[config.mk]
export PLATFORM = sky130hd
export DESIGN_NAME = vedic_mult4x4_seq
export DESIGN_NICKNAME = d
export VERILOG_FILES = /design/src/rtl/vedic_mult4x4_seq.sv
export SDC_FILE = /design/constraint.sdc
export NUM_CORES = 1
export LEC_CHECK = 0
export CAP_MARGIN = 20
export CORE_ASPECT_RATIO = 1.25
export CORE_MARGIN = 3
export CORE_UTILIZATION = 60
export CTS_BUF_LIST = sky130_fd_sc_hd__clkbuf_8
export CTS_CLUSTER_DIAMETER = 40
export CTS_CLUSTER_SIZE = 8
export DETAILED_ROUTE_END_ITERATION = 16
export GPL_TIMING_DRIVEN = 0
export PLACE_DENSITY = 0.87
export SYNTH_ARGS = -nofsm -noshare
export SYNTH_HDL_FRONTEND = slang
export SYNTH_SLANG_ARGS = --single-unit
export TNS_END_PERCENT = 20
[constraint.sdc]
create_clock -name clk -period 4.17 [get_ports clk]
set_input_delay 0.834 -clock clk [delete_from_list [all_inputs] [get_ports clk]]
set_output_delay 0.834 -clock clk [all_outputs]
set_load 0.005 [all_outputs]
[src/rtl/vedic_mult4x4_seq.sv]
// Sequential 4x4 unsigned multiplier. A single 2x2 Vedic cell is stepped over
// the four 2-bit slice pairs of the latched operands, and the shifted partial
// products are summed into an 8-bit accumulator. Valid/ready on both sides.
module vedic_mult4x4_seq (
  input  logic       clk,
  input  logic       rst,
  input  logic       in_valid,
  output logic       in_ready,
  input  logic [3:0] a,
  input  logic [3:0] b,
  output logic       out_valid,
  input  logic       out_ready,
  output logic [7:0] y,
  output logic       busy
);

  typedef enum logic [1:0] {
    IDLE = 2'd0,
    CALC = 2'd1,
    DONE = 2'd2
  } state_t;

  state_t      state;
  state_t      state_nxt;
  logic [1:0]  step;
  logic [3:0]  a_r;
  logic [3:0]  b_r;
  logic [7:0]  acc;
  logic [1:0]  slice_a;
  logic [1:0]  slice_b;
  logic [3:0]  pp;
  logic [7:0]  term;

  // Slice select: step[0] picks the high half of a, step[1] the high half of b,
  // so steps 0..3 walk lo*lo, hi*lo, lo*hi, hi*hi.
  always_comb begin
    slice_a = step[0] ? a_r[3:2] : a_r[1:0];
    slice_b = step[1] ? b_r[3:2] : b_r[1:0];
  end

  vedicMult2x2 u_cell (
    .a (slice_a),
    .b (slice_b),
    .p (pp)
  );

  // Align the 4-bit partial product by the combined slice weight.
  always_comb begin
    // NOTE: every always_comb output gets a default first so no path infers a latch.
    term = {4'b0000, pp};
    case (step)
      2'd1, 2'd2: term = {2'b00, pp, 2'b00};
      2'd3:       term = {pp, 4'b0000};
      default:    term = {4'b0000, pp};
    endcase
  end

  // Next-state and handshake outputs.
  always_comb begin
    state_nxt = state;
    in_ready  = 1'b0;
    out_valid = 1'b0;
    busy      = 1'b0;
    case (state)
      IDLE: begin
        in_ready = 1'b1;
        if (in_valid) state_nxt = CALC;
      end
      CALC: begin
        busy = 1'b1;
        if (step == 2'd3) state_nxt = DONE;
      end
      DONE: begin
        busy      = 1'b1;
        out_valid = 1'b1;
        if (out_ready) state_nxt = IDLE;
      end
      default: state_nxt = IDLE;
    endcase
  end

  // State register with synchronous reset.
  always_ff @(posedge clk) begin
    // NOTE: registers are written with <= so every flop samples pre-edge values.
    if (rst) state <= IDLE;
    else     state <= state_nxt;
  end

  // Operand latch, slice counter, accumulator and result register.
  always_ff @(posedge clk) begin
    if (rst) begin
      a_r  <= 4'd0;
      b_r  <= 4'd0;
      acc  <= 8'd0;
      step <= 2'd0;
      y    <= 8'd0;
    end else begin
      case (state)
        IDLE: begin
          if (in_valid) begin
            a_r  <= a;
            b_r  <= b;
            acc  <= 8'd0;
            step <= 2'd0;
          end
        end
        CALC: begin
          // 15*15 = 225 fits in 8 bits, so the sum never wraps.
          acc  <= acc + term;
          step <= step + 2'd1;
          if (step == 2'd3) y <= acc + term;
        end
        default: ;
      endcase
    end
  end

endmodule

// 2x2 Vedic (Urdhva Tiryagbhyam) multiplier cell: vertical and crosswise
// bit products combined with two half-adder stages.
module vedicMult2x2 (
  input  logic [1:0] a,
  input  logic [1:0] b,
  output logic [3:0] p
);

  logic cross_lo;
  logic cross_hi;
  logic vert_hi;
  logic carry;

  assign cross_lo = a[1] & b[0];
  assign cross_hi = a[0] & b[1];
  assign vert_hi  = a[1] & b[1];
  assign carry    = cross_lo & cross_hi;

  assign p[0] = a[0] & b[0];
  assign p[1] = cross_lo ^ cross_hi;
  assign p[2] = vert_hi ^ carry;
  assign p[3] = vert_hi & carry;

endmodule

==> reports/qor.csv <==
metric,value,unit
Final period util,0.711,
Setup TNS Final,0,ns
port bufs,20,
origin of the worst setup path,step[0],
crit path DAT,3.17,ns
H-tree depth,1,
initial core utilization,0.642,
Mean Syn Cell Area,7.92,sq um
CP Capture Type,flip-flop,
internal cell power,0.481,mW
I/O pins,23,
Syn-to-layout area delta,18.6,%
synthesized area,1590,sq um
Post-synth EDFFs,0,
final net count,253,
unrepaired setup endpoints after global routing,no,
Worst-path clk slew,0.10,ns
maximum VDD drop,0.446,mV
FF-to-FF path depth,12,
max-slew violations,0,
Cells after Synth,201,
"flops & latches, synth",28,
CTS tree,built,
hold slack,0.465,ns
"commonest non-fill, non-tap cells in the layout","nand2_1, dfxtp_1, nor2_1, a21oi_1, clkdlybuf4s50_1",
Die H,63.6,um
Final Skew,0.00174,ns
Syn Nets,228,
DRC violations left,0,
Net Switching,0.258,mW
library cells used by synthesis,34,
post-CTS setup buffers,0,
CTS Buf Count,3,
Detailed Place HPWL,2750,um
fmax,0.337,GHz
CP Max Fanout,6,
Site Rows,20,
layout cells sized above 1,0.0267,
worst hold path class,reg2reg,
Post-Route WL,3500,um
dpl cell area,1830,sq um
worst endpoint required time,4.37,ns
Max Used Layer,met4,
CTS max path bufs,2,
DR pass1 iterations,6,
ys flop type,dfxtp_1,
post-DR wirelength/cell,13.5,um
Clock Power Share,0.235,
sequential area share after synthesis,0.352,
# hold bufs at CTS,0,
CTS root buffer,clkbuf_8,
Tightest Pin Transition,0.541,ns
Lkg Pwr,0.695,nW
Sw Ratio,0.349,
Vias/cell,5.69,
die area,3310,sq um
Met2 Wirelength,1860,um
Slew HR,0.637,
Async SR Flop Fraction,0,
final count of hold timing violations,0,
status,completed,
1st-iter DRT viols,50,
"commonest non-fill, non-tap cell in the layout",nand2_1,
ANT nets after route,0,
diode count,0,
hold path cells,2,
first-pass GRT wire length,6050,um
Startpoint Class,flip-flop,
Final Cell Area,1890,sq um
Seq pwr share,0.423,
Worst Hold Launch,a_r[0],
GRT Total Usage,0.239,
largest net degree at the start of global routing,16,
GP Congestion,0.836,
initial antenna violation count,0,
Post-CTS Resized,0,
"Core Util, Final",0.762,
Setup CP Type,reg2reg,
Final Critical Period,2.97,ns
Die Width,52.1,um
DRT met1 WL,1370,um
Crit Reg-Reg Startpoint,step[0],
logic gate share of total power,0.342,
PwrDens,391,nW/um^2
"Warnings, synthesis",0,
setup violators final,0,
vias in the first global route,1413,
core area,2480,sq um
Max Cap Violations,0,
Via Count,1468,
met3 wire len,151,um
Sink Count,28,
total grt overflow,0,
Clock Latency Late Sink,0.28,ns
cells by family after synthesis:
logic type	share of synthesized area
simple gates	0.222
compound gates	0.190
flops	0.352
buf+inv	0.0472
fa+ha+maj	0.123
mux	0.0377
xor+xnor	0.0275
sequential cells by signal, summed over array words and instances (netlist names):
name   count
y          8
b_r        4
acc        8
state      2
step       2
a_r        4
worst max-delay path, cell delays in order, from the launching register on:
cell and delay [ns]:
dfxtp_1 0.50, mux2i_1 0.29, nor2_1 0.07, ha_1 0.20, ha_1 0.31, nand2_1 0.07
o21ai_0 0.10, ha_1 0.35, nor2b_4 0.15, o31a_1 0.26, o21a_1 0.22, o21a_1 0.18
o31ai_1 0.20
path summary, 6_finish.rpt:
path	end	slack, ns
max reg2reg	acc[6]	1.20
min reg2reg	a_r[0]	0.46
max	acc[6]	1.20
min	a_r[0]	0.46
power by group through the flow:
stage	Combinational, mW	Sequential [mW]	Clock (mW)
2_1_floorplan	0.169	0.313	0
3_3_place_gp	0.240	0.316	0
3_5_place_dp	0.251	0.318	0
4_1_cts	0.252	0.312	0.174
5_1_grt	0.283	0.317	0.187
6_report	0.253	0.312	0.173
metrics by stage:
step	total power [mW]	cells	setup slack, ns
floorplan	0.482	201	1.53
global placement	0.557	254	1.35
detailed placement	0.569	254	1.25
CTS	0.738	258	1.20
global route	0.787	258	0.980
finish	0.738	258	1.20
synthesized netlist by cell type, drive strengths merged (2+ instances only):
cell / n / area share
nor2: 20 / 0.047
mux2i: 6 / 0.038
nor3: 3 / 0.0094
a31oi: 2 / 0.0079
a22oi: 6 / 0.028
xor2: 2 / 0.011
nor4b: 2 / 0.011
nand2: 33 / 0.078
and2: 4 / 0.016
o21a: 3 / 0.014
inv: 10 / 0.024
xnor2: 3 / 0.017
nor3b: 2 / 0.0094
ha: 14 / 0.11
a211oi: 2 / 0.0094
nand3: 11 / 0.035
clkbuf: 8 / 0.019
o21ai: 10 / 0.031
dfxtp: 28 / 0.35
a21oi: 20 / 0.063
layout make-up:
type	count	area [sq um]
multi-input cells	154	956
fillers	192	589
flip-flops and latches	28	561
repair buffers	20	200
clock buffers	4	55.1
well taps	33	41.3
plain buffers	9	37.5
inverters	10	37.5
metal layers:
layer  GRT usage  vias to the layer above
li1            -                      743
met1       0.260                      671
met2       0.429                       41
met3      0.0402                       13
met4       0.111                        0
met5           0                        -
No activity file was read; power rests on OpenSTA's default activity.
